==> src/rtl/add_seq_ctrl.sv <==
// Operand-pair sequencer for the 32-bit adder: reads A/B pairs from the operand
// SRAM, presents them to the adder and writes each sum back to the result region.
module add_seq_ctrl #(
    parameter int ADDR_W = 10,
    parameter int DATA_W = 32
) (
    input  logic              clk_i,
    input  logic              rst_ni,
    input  logic              start_i,
    input  logic [ADDR_W-1:0] rd_start_addr_i,
    input  logic [ADDR_W-1:0] rd_end_addr_i,
    input  logic [ADDR_W-1:0] wr_start_addr_i,
    output logic              mem_req_o,
    output logic              mem_we_o,
    output logic [ADDR_W-1:0] mem_addr_o,
    output logic [DATA_W-1:0] mem_wdata_o,
    input  logic [DATA_W-1:0] mem_rdata_i,
    output logic [DATA_W-1:0] op_a_o,
    output logic [DATA_W-1:0] op_b_o,
    input  logic [DATA_W-1:0] sum_i,
    output logic              busy_o,
    output logic              done_o
);

    typedef enum logic [2:0] {
        IDLE,
        RD_A,
        RD_B,
        ADD,
        WR,
        DONE
    } state_t;

    localparam logic [ADDR_W:0]   ONE_X = {{ADDR_W{1'b0}}, 1'b1};
    localparam logic [ADDR_W:0]   TWO_X = {{(ADDR_W-1){1'b0}}, 2'b10};
    localparam logic [ADDR_W-1:0] ONE_A = {{(ADDR_W-1){1'b0}}, 1'b1};

    state_t            state_q, state_d;
    logic [ADDR_W-1:0] rd_ptr_q, rd_ptr_d;
    logic [ADDR_W-1:0] wr_ptr_q, wr_ptr_d;
    logic [ADDR_W-1:0] end_q, end_d;
    logic [DATA_W-1:0] op_a_d, op_b_d;

    // Pair-availability compares are kept one bit wider so pointer growth past
    // the top of the address space ends the run instead of wrapping.
    logic [ADDR_W:0] first_pair_hi;
    logic [ADDR_W:0] next_rd;
    logic [ADDR_W:0] next_pair_hi;

    assign first_pair_hi = {1'b0, rd_start_addr_i} + ONE_X;
    assign next_rd       = {1'b0, rd_ptr_q} + TWO_X;
    assign next_pair_hi  = next_rd + ONE_X;

    always_ff @(posedge clk_i or negedge rst_ni) begin
        if (!rst_ni) begin
            state_q  <= IDLE;
            rd_ptr_q <= '0;
            wr_ptr_q <= '0;
            end_q    <= '0;
            op_a_o   <= '0;
            op_b_o   <= '0;
        end else begin
            state_q  <= state_d;
            rd_ptr_q <= rd_ptr_d;
            wr_ptr_q <= wr_ptr_d;
            end_q    <= end_d;
            op_a_o   <= op_a_d;
            op_b_o   <= op_b_d;
        end
    end

    always_comb begin
        state_d     = state_q;
        rd_ptr_d    = rd_ptr_q;
        wr_ptr_d    = wr_ptr_q;
        end_d       = end_q;
        op_a_d      = op_a_o;
        op_b_d      = op_b_o;
        mem_req_o   = 1'b0;
        mem_we_o    = 1'b0;
        mem_addr_o  = '0;
        mem_wdata_o = '0;
        done_o      = 1'b0;
        busy_o      = (state_q != IDLE);

        case (state_q)
            IDLE: begin
                if (start_i) begin
                    rd_ptr_d = rd_start_addr_i;
                    wr_ptr_d = wr_start_addr_i;
                    end_d    = rd_end_addr_i;
                    if (first_pair_hi > {1'b0, rd_end_addr_i}) begin
                        state_d = DONE;
                    end else begin
                        state_d = RD_A;
                    end
                end
            end
            RD_A: begin
                mem_req_o  = 1'b1;
                mem_addr_o = rd_ptr_q;
                state_d    = RD_B;
            end
            RD_B: begin
                mem_req_o  = 1'b1;
                mem_addr_o = rd_ptr_q + ONE_A;
                op_a_d     = mem_rdata_i;
                state_d    = ADD;
            end
            ADD: begin
                op_b_d  = mem_rdata_i;
                state_d = WR;
            end
            WR: begin
                mem_req_o   = 1'b1;
                mem_we_o    = 1'b1;
                mem_addr_o  = wr_ptr_q;
                mem_wdata_o = sum_i;
                rd_ptr_d    = next_rd[ADDR_W-1:0];
                wr_ptr_d    = wr_ptr_q + ONE_A;
                if (next_pair_hi <= {1'b0, end_q}) begin
                    state_d = RD_A;
                end else begin
                    state_d = DONE;
                end
            end
            DONE: begin
                done_o  = 1'b1;
                state_d = IDLE;
            end
            default: begin
                state_d = IDLE;
            end
        endcase
    end

endmodule

==> config.mk <==
export PLATFORM = sky130hd
export DESIGN_NAME = add_seq_ctrl
export DESIGN_NICKNAME = d
export VERILOG_FILES = /design/src/rtl/add_seq_ctrl.sv
export SDC_FILE = /design/constraint.sdc
export NUM_CORES = 1
export LEC_CHECK = 0
export CAP_MARGIN = 20
export CELL_PAD_IN_SITES_DETAIL_PLACEMENT = 0
export CELL_PAD_IN_SITES_GLOBAL_PLACEMENT = 2
export CORE_ASPECT_RATIO = 1.4
export CORE_MARGIN = 2
export CORE_UTILIZATION = 28
export DETAILED_ROUTE_END_ITERATION = 16
export GPL_TIMING_DRIVEN = 0
export PLACE_DENSITY = 0.86
export SLEW_MARGIN = 20
export SYNTH_ARGS = -nofsm -noshare
export SYNTH_HDL_FRONTEND = slang
export SYNTH_SLANG_ARGS = --single-unit
export TNS_END_PERCENT = 100
==> constraint.sdc <==
create_clock -name clk_i -period 8.5 [get_ports clk_i]
set_input_delay 1.275 -clock clk_i [delete_from_list [all_inputs] [get_ports clk_i]]
set_output_delay 1.275 -clock clk_i [all_outputs]
set_load 0.02 [all_outputs]
Word-level counts from Yosys, hierarchy flattened
Cells that the tools add are included.
- add/sub/neg operators: 5
- order comparisons: 2
- eq/ne operators: 6
- mux-type cells: 13
- reduce and logical (&&, ||, !) cells: 6
- operators with widths (kind ; number):
    $pmux W10 S2 ; 2
    $mux W32 ; 1
    $pmux W10 S3 ; 1
    $add A10 B1 Y10 const B ; 2
    $mux W10 ; 2
    $pmux W3 S5 ; 1
    $add A10 B1 Y11 const B ; 1
    $add A10 B2 Y11 const B ; 1
    $add A11 B1 Y11 const B ; 1
    $gt A11 B10 Y1 ; 1
    $le A11 B10 Y1 ; 1
    $mux W3 ; 3
    $eq A3 B2 Y1 const B ; 2
    $eq A3 B3 Y1 const B ; 2
    $reduce_and A2 Y1 ; 2
    $eq A3 B1 Y1 const B ; 1
    $logic_not A3 Y1 ; 1
    $mux W1 ; 3
    $reduce_bool A3 Y1 ; 1
    $reduce_or A3 Y1 ; 1
    $ne A2 B2 Y1 const B ; 1
    $reduce_bool A2 Y1 ; 1
- register bits after elaboration: 97
- input bits: 97

Depth between registers and ports, before layout
- word-level depth: 5
- gate-level depth with buffers: 13
- mapped depth without buffers: 13

Least setup slack after synthesis
Ideal clock, no wire load.
- path type: reg2out
- start point: register state_q[2]
- end point: output port mem_addr_o[8]
- arrival time: 1.986 ns
- required time: 7.225 ns
- slack: 5.239 ns
- stages on the path, launching flop included: 6
- path through: dfrtp_1 -> clkbuf_1 -> nand2b_1 -> nor2_1 -> nand3_1 -> o311ai_0
- word-level cells in the longest chain between the ends: 2
- elaborated cells between the ends (all ways): 4
- classes of those cells: 3 x eq/ne; 1 x mux
- ends and longest elaborated chain (element ; line ; RTL):
    start: declaration ; 38 ; state_t state_q, state_d;
    start signal: assignment ; 63 ; state_q <= state_d;
    $eq A3 B3 Y1, or another cell as far along ; 86 ; case (state_q)
    $pmux W10 S3 * ; 86 ;
    end: declaration ; 15 ; output logic [ADDR_W-1:0] mem_addr_o,
Every way passes the cells marked *; elsewhere a longest branch is shown, timed or not.

Final worst setup path
- start point: register state_q[2]
- end point: output port mem_addr_o[4]
Same word-level chain as after synthesis.

==> summary.txt <==
Outcome
  • Status: complete, no violations

Flow run
  • Max-cap violations: 0

Setup path
  • Reg2reg setup slack: 5.20 ns
  • CP Capture Type: output pin
  • Worst r2r path cells: 13
  • Worst EP required: 7.22 ns
  • CP arrival: 3.17 ns
  • Worst r2r dst: state_q[2]$_DFFE_PN0P_
  • CP Max Fanout: 10
  • Crit path kind: flop to output pin
  • CP Launch Type: flop
  • Reg2reg start: rd_ptr_q[1]$_DFFE_PN0P_

Synthesis
  • Synthesis-stage register bit count: 97
  • Async SR Flop Fraction: 100%
  • Syn_area_per_cell: 8.86 um^2
  • Netlist cell types: 53
  • Yosys top cell area share: 43.6%
  • Yosys Warn Count: 0
  • Seq/Total Area, Yosys: 43.6%
  • Synth area leader: dfrtp_1
  • Post-synth EDFFs: 0
  • Top_reg_cell synth: dfrtp_1
  • Synthesized area: 0.00556 mm^2
  • Synth area leaders: dfrtp_1 (44%), nand2_1 (11%), mux2_2 (6.5%)
  • Syn_nets: 752
  • Syn Inst Count: 628

Layout
  • ANT cells: 0
  • Area grow syn2layout: 48.6%
  • Layout cells sized above 1: 7.99%
  • Fin cells: 1,103
  • Filler Cells Inserted: 1,997
  • Final net count: 970
  • Post-layout util: 42.0%

Route
  • Vias per std cell: 4.77
  • DRT Wirelength: 18,500 um
  • Antenna-violating nets left: 0
  • DR DRC count: 0
  • Met2 WL: 9150 um
  • Routed wire per std cell: 16.8 um
  • Vias: 5,259
  • DRT iter0 DRCs: 215
  • Top Layer Used: met4
  • Drt pass-1 iters: 4
  • WL met1: 7650 um
  • Metal3 WL: 1290 um

STA
  • Setup TNS: 0 ns
  • Setup repair after global routing missed its margin: no
  • Final hold violation count: 0
  • Final setup violation count: 0
  • Final worst path period need: 4.44 ns
  • Hold WS: 0.473 ns
  • Setup ws final: 4.06 ns
  • Setup Skew: 0.00897 ns
  • Worst-Margin Slew: 0.894 ns
  • Final max-slew violation count: 0
  • Fmax achieved: 225 MHz
  • Max-slew headroom: 40.3%
  • Fin crit share: 52.3%

Clock network
  • Root Driver: clkbuf_16
  • Depth of the CTS H-tree: 3
  • CTS Buffer Depth: 2
  • CTS tree: done
  • Hold-fix buffers, CTS: 0
  • Resized cells post-CTS: 0
  • CTS clock-pin slew for the worst setup and hold paths: 0.07 ns
  • CTS Buf Count: 9
  • Clock Latency Late Sink: 0.36 ns
  • Setup bufs post-CTS: 0
  • Clk sink count: 97

GRT
  • Global-route usage over all layers: 17.9%
  • Pin count of the biggest net entering global routing: 64
  • Remaining global-route overflow: 0
  • Vias in the first global route: 5,309
  • Initial antenna violation count: 0
  • First-pass GRT wire length: 29,000 um

Place
  • Final HPWL DP: 14,200 um
  • DP Worst Slack: 4.47 ns
  • Final GP Congestion: 0.805
  • IO buf count: 206
  • Dpl cells: 1,087

Floorplanning
  • Core Footprint: 0.0197 mm^2
  • Die W: 123 um
  • Die outline area: 0.0210 mm^2
  • Starting Density: 28.3%
  • Die H: 171 um
  • Row count: 61
  • IO Pins: 207

Hold path
  • Hold Path End: op_a_o[19]$_DFFE_PN0P_
  • Min-delay worst type: flop to flop
  • HP Start: op_a_o[19]$_DFFE_PN0P_
  • Hold depth: 2

Pwr
  • Static Leak: 3.52 nW
  • PD cells: 375 mW/mm^2
  • Worst VDD drop: 162 uV
cells in the mapped netlist (all sizes together), types with 3 or more instances:
cell	instances
nand2	160
o211ai	6
nand3	22
inv	24
a211oi	6
o31ai	3
mux2	32
a31oi	4
dfrtp	97
nor3	7
ha	27
nand4	8
and3	4
nand2b	3
a22oi	5
a21oi	21
nor2b	5
xnor2	17
clkbuf	21
buf	16
o311ai	3
o21ai	32
nor2	28
and2	36
xor2	7
cell families after synthesis:
kind of cell	count (synthesis)	share of synthesized area (%)
buffers and inverters	62	4.77
and+or+nand+nor	286	23.8
xor gates and xnor gates	24	3.78
AOI/OAI and AO/OA	100	11.5
muxes	32	6.48
DFF	97	43.6
adders and majority gates	27	6.07
placed cells by master, fill, tap and decap left out, types with 3 or more instances in the layout:
cell / Yosys / routed
a211oi_1: 6 / 6
a21oi_1: 21 / 21
a22oi_1: 5 / 5
a31oi_1: 4 / 4
and2_1: 36 / 36
and3_1: 4 / 4
buf_1: 4 / 4
buf_2: 8 / 8
buf_6: 2 / 3
clkbuf_1: 21 / 21
clkbuf_16: 0 / 9
clkdlybuf4s50_1: 0 / 205
dfrtp_1: 97 / 97
ha_1: 27 / 27
inv_1: 24 / 24
mux2_2: 32 / 32
nand2_1: 160 / 160
nand2b_1: 3 / 3
nand3_1: 22 / 22
nand4_1: 8 / 8
nor2_1: 28 / 28
nor2b_1: 5 / 5
nor3_1: 7 / 7
o211ai_1: 6 / 6
o21ai_0: 32 / 32
o311ai_0: 3 / 3
o31ai_1: 3 / 3
xnor2_1: 17 / 17
xor2_1: 7 / 7
critical path: stages, from the launching register on:
cell	delay, ns
dfrtp_1	0.39
clkbuf_1	0.20
nand2b_1	0.22
nor2_1	0.48
nand3_1	0.21
o311ai_0	0.58
clkdlybuf4s50_1	0.73
metrics by stage:
| step | instance area, um^2 | total power (W) |
|---|---|---|
| 6_report | 8270 | 0.00310 |
| 5_1_grt | 8270 | 0.00334 |
| 4_1_cts | 8270 | 0.00314 |
| 3_5_place_dp | 7970 | 0.00270 |
| 3_3_place_gp | 7940 | 0.00269 |
| 2_1_floorplan | 5560 | 0.00190 |
layer usage:
metal / track usage (%) / vias up
li1: - / 2572
met1: 21.5 / 2508
met2: 30.4 / 152
met3: 5.17 / 27
met4: 6.27 / 0
met5: 0 / -
flip-flops by register name, indices dropped and copies added (netlist names):
register,cells
state_q,3
wr_ptr_q,10
op_a_o,32
rd_ptr_q,10
op_b_o,32
end_q,10
worst max-delay path by stage:
stage                      startpoint                      to  slack (ns)  cells past startpoint
5_1_grt        state_q[2]$_DFFE_PN0P_           mem_addr_o[4]        3.85                      6
2_1_floorplan  state_q[2]$_DFFE_PN0P_           mem_addr_o[8]        5.24                      5
6_report       state_q[2]$_DFFE_PN0P_           mem_addr_o[4]        4.06                      6
3_3_place_gp                   rst_ni  op_b_o[30]$_DFFE_PN0N_        2.05                      1
3_5_place_dp   state_q[0]$_DFFE_PN0P_           mem_addr_o[4]        4.47                      6
4_1_cts        state_q[2]$_DFFE_PN0P_           mem_addr_o[4]        4.05                      6
cell type report:
type	count	area, um^2	share of cell area, %
Buffer	37	171	2.07
Sequential cell	97	2430	29.4
Clock inverter	7	71.3	0.863
Tap cell	252	315	3.81
Timing Repair Buffer	207	2090	25.3
Multi-Input combinational cell	469	2870	34.7
Inverter	25	93.8	1.14
Clock buffer	9	225	2.72
power breakdown:
group / internal, W / leakage (nW) / switching [W] / total, W
Combinational: 0.000820 / 2.23 / 0.00102 / 0.00184
Clock: 0.000208 / 0.139 / 0.000210 / 0.000418
Sequential: 0.000692 / 1.16 / 0.000145 / 0.000837
No activity file was read; power rests on OpenSTA's default activity.
